==> config.mk <==
export PLATFORM = sky130hd
export DESIGN_NAME = hog_block_normalizer
export DESIGN_NICKNAME = d
export VERILOG_FILES = /design/src/rtl/hog_block_normalizer.sv
export SDC_FILE = /design/constraint.sdc
export NUM_CORES = 2
export LEC_CHECK = 0
export ABC_AREA = 1
export CAP_MARGIN = 5
export CORE_MARGIN = 2
export CORE_UTILIZATION = 62
export CTS_CLUSTER_DIAMETER = 120
export DETAILED_ROUTE_END_ITERATION = 6
export GPL_TIMING_DRIVEN = 1
export PLACE_DENSITY = 0.85
export SYNTH_ARGS = -nofsm -noshare
export SYNTH_HDL_FRONTEND = slang
export SYNTH_SLANG_ARGS = --single-unit
==> constraint.sdc <==
create_clock -name clk -period 9 [get_ports clk]
set_input_delay 2.25 -clock clk [delete_from_list [all_inputs] [get_ports clk]]
set_output_delay 2.25 -clock clk [all_outputs]
set_load 0.02 [all_outputs]
==> src/rtl/hog_block_normalizer.sv <==
// HOG block normalizer: L1 block sum, per-bin bit-serial restoring division.
// Optional macro NORM_EPS_EN adds EPSILON to the block sum.
module hog_block_normalizer #(
   parameter int BIN_WIDTH       = 14,
   parameter int BINS            = 9,
   parameter int CELLS_PER_BLOCK = 4,
   parameter int OUT_BITS        = 4,
   parameter int GAIN_SHIFT      = 0,
   parameter int EPSILON         = 1
) (
   input  logic clk,
   input  logic rst_n,
   input  logic in_valid,
   output logic in_ready,
   input  logic k_border,
   input  logic [BIN_WIDTH*(BINS+1)*CELLS_PER_BLOCK-1:0] block_histograms,
   output logic out_valid,
   input  logic out_ready,
   output logic out_border,
   output logic [CELLS_PER_BLOCK*BINS*OUT_BITS-1:0] normalized_block
);

   localparam int NB = CELLS_PER_BLOCK * BINS;
   localparam int FW = (BINS + 1) * BIN_WIDTH;
`ifdef NORM_EPS_EN
   localparam int SW      = BIN_WIDTH + $clog2(CELLS_PER_BLOCK) + 1;
   localparam int EPS_ADD = EPSILON;
`else
   localparam int SW      = BIN_WIDTH + $clog2(CELLS_PER_BLOCK);
   localparam int EPS_ADD = EPSILON * 0;
`endif
   localparam int DW = BIN_WIDTH + GAIN_SHIFT;
   localparam int RW = ((DW > SW) ? DW : SW) + 1;
   localparam int CW = (OUT_BITS > 1) ? $clog2(OUT_BITS) : 1;

   typedef enum logic [1:0] {IDLE, DIV, HOLD} state_t;

   state_t              r_state;
   logic                r_in_ready;
   logic                r_out_valid;
   logic                r_out_border;
   logic                r_border;
   logic [CW-1:0]       r_cnt;
   logic [SW-1:0]       r_sum;
   logic [NB-1:0]       r_sat;
   logic [RW-1:0]       r_rem [NB];
   logic [OUT_BITS-1:0] r_q   [NB];
   logic [NB*OUT_BITS-1:0] r_out;

   logic [SW-1:0]       w_sum;
   logic [RW-1:0]       w_d   [NB];
   logic [NB-1:0]       w_sat;
   logic [RW-1:0]       w_r2  [NB];
   logic [RW-1:0]       w_rn  [NB];
   logic [NB-1:0]       w_bit;
   logic [OUT_BITS-1:0] w_qn  [NB];
   logic [OUT_BITS-1:0] w_res [NB];
   logic                w_szero;

   always_comb begin
      w_sum = SW'(EPS_ADD);
      for (int c = 0; c < CELLS_PER_BLOCK; c++) begin
         w_sum = w_sum + SW'(block_histograms[c*FW + BINS*BIN_WIDTH +: BIN_WIDTH]);
      end
      for (int c = 0; c < CELLS_PER_BLOCK; c++) begin
         for (int b = 0; b < BINS; b++) begin
            w_d[c*BINS+b] =
               RW'(block_histograms[c*FW + b*BIN_WIDTH +: BIN_WIDTH]) << GAIN_SHIFT;
            w_sat[c*BINS+b] = (w_d[c*BINS+b] >= RW'(w_sum));
         end
      end
   end

`ifdef NORM_EPS_EN
   assign w_szero = 1'b0;
`else
   assign w_szero = (r_sum == '0);
`endif

   // One restoring step per bin; the final quotient is formed combinationally
   // so the HOLD load happens on the same edge as the last step.
   always_comb begin
      for (int n = 0; n < NB; n++) begin
         w_r2[n]  = r_rem[n] << 1;
         w_bit[n] = (w_r2[n] >= RW'(r_sum));
         w_rn[n]  = w_bit[n] ? (w_r2[n] - RW'(r_sum)) : w_r2[n];
         w_qn[n]  = OUT_BITS'({r_q[n], w_bit[n]});
         if (r_border || w_szero)
            w_res[n] = '0;
         else if (r_sat[n])
            w_res[n] = '1;
         else
            w_res[n] = w_qn[n];
      end
   end

   always_ff @(posedge clk or negedge rst_n) begin
      if (!rst_n) begin
         r_state      <= IDLE;
         r_in_ready   <= 1'b0;
         r_out_valid  <= 1'b0;
         r_out_border <= 1'b0;
         r_border     <= 1'b0;
         r_cnt        <= '0;
         r_sum        <= '0;
         r_sat        <= '0;
         r_out        <= '0;
         for (int n = 0; n < NB; n++) begin
            r_rem[n] <= '0;
            r_q[n]   <= '0;
         end
      end else begin
         unique case (r_state)
            IDLE: begin
               if (in_valid && r_in_ready) begin
                  r_in_ready <= 1'b0;
                  r_state    <= DIV;
                  r_cnt      <= '0;
                  r_sum      <= w_sum;
                  r_sat      <= w_sat;
                  r_border   <= k_border;
                  for (int n = 0; n < NB; n++) begin
                     r_rem[n] <= w_d[n];
                     r_q[n]   <= '0;
                  end
               end else begin
                  r_in_ready <= 1'b1;
               end
            end
            DIV: begin
               r_cnt <= r_cnt + 1'b1;
               for (int n = 0; n < NB; n++) begin
                  r_rem[n] <= w_rn[n];
                  r_q[n]   <= w_qn[n];
               end
               if (r_cnt == CW'(OUT_BITS - 1)) begin
                  r_state      <= HOLD;
                  r_out_valid  <= 1'b1;
                  r_out_border <= r_border;
                  for (int n = 0; n < NB; n++) begin
                     r_out[n*OUT_BITS +: OUT_BITS] <= w_res[n];
                  end
               end
            end
            HOLD: begin
               if (out_ready) begin
                  r_state     <= IDLE;
                  r_out_valid <= 1'b0;
                  r_in_ready  <= 1'b1;
               end
            end
            default: r_state <= IDLE;
         endcase
      end
   end

   assign in_ready         = r_in_ready;
   assign out_valid        = r_out_valid;
   assign out_border       = r_out_border;
   assign normalized_block = r_out;

endmodule
Word level (Yosys, flattened, before mapping):

Index checks and enable logic that the tools add are counted.

* flip-flop bits (word level): 888
* output and inout bits: 147

* equality and inequality tests: 6
* add/subtract/negate cells: 40
* multiplexer cells: 124
* reduce and logical (&&, ||, !) cells: 13
* $lt $le $gt $ge: 72

Operators with widths (number)
* 611-bit one-hot mux with 2 select lines: 1
* 17-bit by 16-bit greater-or-equal comparator with 1-bit output: 36
* 611-bit two-way mux: 1
* 17-bit two-way mux: 35
* 17-bit by 16-bit subtractor with 17-bit output: 35
* 14-bit by 16-bit greater-or-equal comparator with 1-bit output: 36
* 4-bit two-way mux: 72
* 143-bit one-hot mux with 2 select lines: 1
* 143-bit two-way mux: 1
* 15-bit by 14-bit adder with 16-bit output: 1
* 16-bit by 14-bit adder with 16-bit output: 1
* 16-bit logical NOT: 1
* 16-bit two-way mux: 1
* 16-bit subtractor: 1
* 14-bit by 14-bit adder with 15-bit output: 1
* 2-bit two-way mux: 4
* 2-bit AND reduction: 4
* 2-bit != test (second input constant): 3
* 2-bit one-hot mux with 3 select lines: 1
* 3-bit AND reduction: 2
* 2-bit nonzero test: 3
* 2-bit equality test (second input constant): 2
* 1-bit two-way mux: 4
* 1-bit one-hot mux with 2 select lines: 2
* 6 further kinds: 6

Longest topological paths before layout:

* depth after elaboration: 4
* depth in mapped cells: 23
* gate-level depth less buffers: 23

Least setup slack after synthesis:

No wires, ideal clock.

* path kind: input-to-reg
* from: input block_histograms[127]
* to: register r_sat[35]
* stages on the path: 20
* path slack: 1.621 ns
* arrival time: 7.262 ns
* setup time: 0.117 ns
* path through: inv_1 -> fa_1 -> inv_1 -> fa_1 -> ha_1 -> inv_1 -> fa_1 -> nor3_1 -> nor2_1 -> nor2_1 -> nor2_1 -> o21ai_0 -> a21boi_0 -> xor2_1 -> ha_1 -> a21oi_1 -> or2_2 -> nand4_1 -> nand2_1 -> nand2_1

* cells in the longest elaborated chain, start to end: 4

RTL lines
* start: declaration: line 16 `input logic [BIN_WIDTH*(BINS+1)*CELLS_PER_BLOCK-1:0] block_histograms,`
* 14-bit by 14-bit adder with 15-bit output: line 63 `w_sum = w_sum + SW'(block_histograms[c*FW + BINS*BIN_WIDTH +: BIN_WIDTH]);`
* 15-bit by 14-bit adder with 16-bit output: line 63
* 16-bit by 14-bit adder with 16-bit output: line 63
* 14-bit by 16-bit greater-or-equal comparator with 1-bit output: line 69 `w_sat[c*BINS+b] = (w_d[c*BINS+b] >= RW'(w_sum));`
* end signal: assignment: line 120 `r_sat <= w_sat;`
* end: declaration: line 45 `logic [NB-1:0] r_sat;`

Every way passes these cells.
A chain may end at the register's enable or synchronous reset.

Final worst setup path:

* from: input block_histograms[127]
* to: register r_sat[13]

Same word-level chain as after synthesis.

==> key figures <==
Cells and area
  • Area growth syn-to-layout: 14.96%
  • Sequential Area: 0.02223 sq mm
  • Multi-input logic area: 0.05636 sq mm
  • Cell Count, Final, Fillers Out: 14212
  • Layout net count: 14008
  • Share of cells above drive strength 1: 4.142%
  • Fill count: 11045
  • Final core utilization: 71.69%

Setup path
  • Crit path top cell by count: nor2_1
  • CP Depth: 23
  • R2R depth: 14
  • Critical path class: in2reg
  • Worst setup startpoint: block_histograms[127]
  • Largest fanout on the critical path: 20
  • CP Capture Point: r_sat[13]$_DFFE_PN0P_
  • End of the worst register-to-register path: r_rem[113]$_DFFE_PN0P_
  • RR Startpoint: r_sum[10]$_DFFE_PN0P_
  • CP Buf/Inv Count: 5
  • Critical-path cell list: clkdlybuf4s50_1, inv_1, fa_1, inv_1, fa_1, ha_1, inv_1, fa_4, nor3_1, nor2_1, nor2_1, nor2_1, o21ai_0, a21boi_0, xor2_4, buf_4, ha_1, nand2_1, nor2_1, nand4_1, nand4_1, nand2_1, nand2_1
  • R2R Setup Slk: 3.74 ns
  • Cell family with most CP delay: adder cells
  • WP data arrival: 7.79 ns
  • CP startpoint kind: input pin
  • Worst Path Required: 9.67 ns
  • CP peak stage delay: 0.58 ns
  • Crit end category: flop
  • Slowest cell on the critical path: buf_4

Timing
  • Min Tclk post-route: 7.122 ns
  • Least-Margin Pin Slew: 1.361 ns
  • Slew HR: 9.253%
  • Fin. Hold Viols: 0
  • Fin. max-slew vios: 0
  • Final Skew: 0.03924 ns
  • # setup viols final: 0
  • Crit share post-route: 79.13%
  • Max Freq: 140.4 MHz
  • Fin Setup TNS: 0 ns
  • RSZ-0062 raised after global routing: false

Logic synthesis
  • Post-synth EDFFs: 0
  • Yosys reg bits: 888
  • Post-synth top area share: 26.33%
  • Register area share after synthesis: 26.33%
  • Top_reg_cell synth: dfrtp_1
  • Yosys top cell by area: dfrtp_1
  • Mapped Avg Cell Area: 7.125 sq um
  • Area contributors post-synth: dfrtp_1 26%, ha_1 16%, nand2_1 11%, a21oi_1 6.5%, o21ai_0 6.2%
  • Post-synth net total: 13532
  • Cells after Synth: 11843
  • Yosys warns: 0
  • Cell area after synthesis: 0.08438 sq mm
  • FFs w/ async S/R, synth: 100.0%
  • Synth cell types: 55

Global routing
  • Initial antenna violation count: 26
  • Vias in the first global route: 88887
  • Pin count of the biggest net entering global routing: 215
  • First-pass GRT wire length: 510000 microns
  • Grt ovf: 0
  • Total GRT Usage: 46.87%

Status
  • Outcome: finished with violations
  • Failing checks: DRC

Job
  • Max cap viols: 0

Floorplan
  • Die width: 372.9 microns
  • Chip Height: 372.9 microns
  • Placeable Area: 0.1353 sq mm
  • Num ports: 712
  • Core Rows: 135
  • Initial Util: 62.37%
  • DIE AREA: 0.1391 sq mm

Min path
  • Hold Path Class: reg2reg
  • Hold path startpoint: normalized_block[83]$_DFFE_PN0P_

Route
  • DRT Pass-1 Iters: 7
  • DR iter-0 viols: 11464
  • WL per Instance: 23.57 microns
  • Vias post-DR: 91517
  • Vias per cell: 6.439
  • Detail Route Antenna Nets: 0
  • WL final: 335000 microns
  • Drt drc: 2

Clock network
  • Worst-path clk slew: 0.07 ns
  • Post-CTS Setup Bufs: 0
  • CTS sink count: 888
  • Worst-Skew Late Latency: 0.79 ns
  • H-tree depth: 3
  • CTS buffer count: 107
  • PostCTS Resize Cnt: 0
  • Hold Buf Count CTS: 0
  • Max Root-Sink Buffers: 3
  • CTS tree: done
  • Root buffer cell: clkbuf_16

Placement
  • PortBufs: 711
  • HPWL after DPL: 223300 microns
  • Post-Place Cells: 13991
  • Gpl congestion: 1.000
==> Yosys cell counts, types with 28 or more instances <==
cell / count
nand2_1: 2521
a21oi_1: 1096
inv_1: 1063
ha_1: 1060
o21ai_0: 1039
nor2_1: 1004
dfrtp_1: 888
nand3_1: 845
xnor2_1: 281
clkbuf_1: 261
nand3b_1: 228
nand4_1: 201
xor2_1: 194
nor3_1: 137
a21o_1: 112
buf_2: 110
o21ai_1: 89
o31ai_1: 75
o22ai_1: 71
fa_1: 64
buf_1: 50
o21a_1: 46
a22oi_1: 36
o221ai_1: 36
a31o_2: 35
o211ai_1: 30
nand2_2: 29
a21oi_2: 28
==> tightest hold or removal path, stage by stage (launching register included) <==
cell	delay, ns
dfrtp_1	0.34
nand2_1	0.05
o21ai_0	0.06
==> per-layer routing <==
layer	share of wire (%)	routed length, microns	global-route usage [%]
met5	0.037	124	0
met2	42	139200	68.91
met4	8.3	27670	33.76
met3	13	42640	13.38
met1	37	125400	58.88
==> metrics by stage <==
step	hold WS [ns]	setup slack [ns]	instance area (sq um)
after global routing	0.5052	1.653	96980
after floorplan	0.4495	1.621	84380
final	0.4809	1.878	97000
after detailed placement	0.4723	1.220	93020
after CTS	0.4864	2.018	96940
after global placement	0.4656	1.404	93020
==> cells in the final DEF, fill, tap and decap left out, types with 46 or more instances in the layout <==
cell type        Yosys  routed
a21o_1             112     112
a21oi_1           1096    1096
buf_4                4      84
clkbuf_16            0     108
clkdlybuf4s50_1      0     710
dfrtp_1            888     886
fa_1                64      63
ha_1              1060    1059
inv_1             1063    1045
nand2_1           2521    2520
nand3_1            845     844
nand3b_1           228     228
nand4_1            201     201
nor2_1            1004    1002
nor3_1             137     137
o21a_1              46      46
o21ai_0           1039    1039
o21ai_1             89      89
o22ai_1             71      71
o31ai_1             75      75
xnor2_1            281     279
xor2_1             194     187
==> layout make-up <==
type	count	share of cell area (%)
multi-input combinational	9426	58.10
sequential	888	22.92
timing repair buffer	812	8.343
inverter	1084	4.232
clock buffer	136	3.080
tap	1781	2.297
clock inverter	62	0.9674
antenna	23	0.05933
==> sequential cells by signal, summed over array words and instances (netlist names) <==
register,count
r_rem,576
normalized_block,144
r_q,108
r_sat,36
r_sum,16
r_cnt,2
r_state,2
in_ready,1
out_border,1
out_valid,1
r_border,1
==> how the worst min path moves through the flow <==
stage	to	slack (ns)	depth (start not counted)
after floorplan	r_border$_DFFE_PN0P_	0.45	2
after global placement	normalized_block[50]$_DFFE_PN0P_	0.47	2
after detailed placement	normalized_block[80]$_DFFE_PN0P_	0.47	2
after CTS	normalized_block[89]$_DFFE_PN0P_	0.49	2
after global routing	normalized_block[83]$_DFFE_PN0P_	0.51	2
final	normalized_block[83]$_DFFE_PN0P_	0.48	2
==> cells by family (layout without fill, tap and decap cells) <==
group,after synthesis,after routing,synth area share [%]
AO/OA/AOI/OAI,2752,2752,18.01
AND/OR/NAND/NOR,5075,5075,26.33
flip-flops,888,888,26.33
buffers and inverters,1529,2094,7.161
other,0,23,0
adder cells (fa/ha/maj),1124,1124,17.24
XOR/XNOR,475,475,4.930
Power is left out: the tool's default activity adds up to more than one toggle a clock period on the data nets, which glitch-free logic cannot reach.
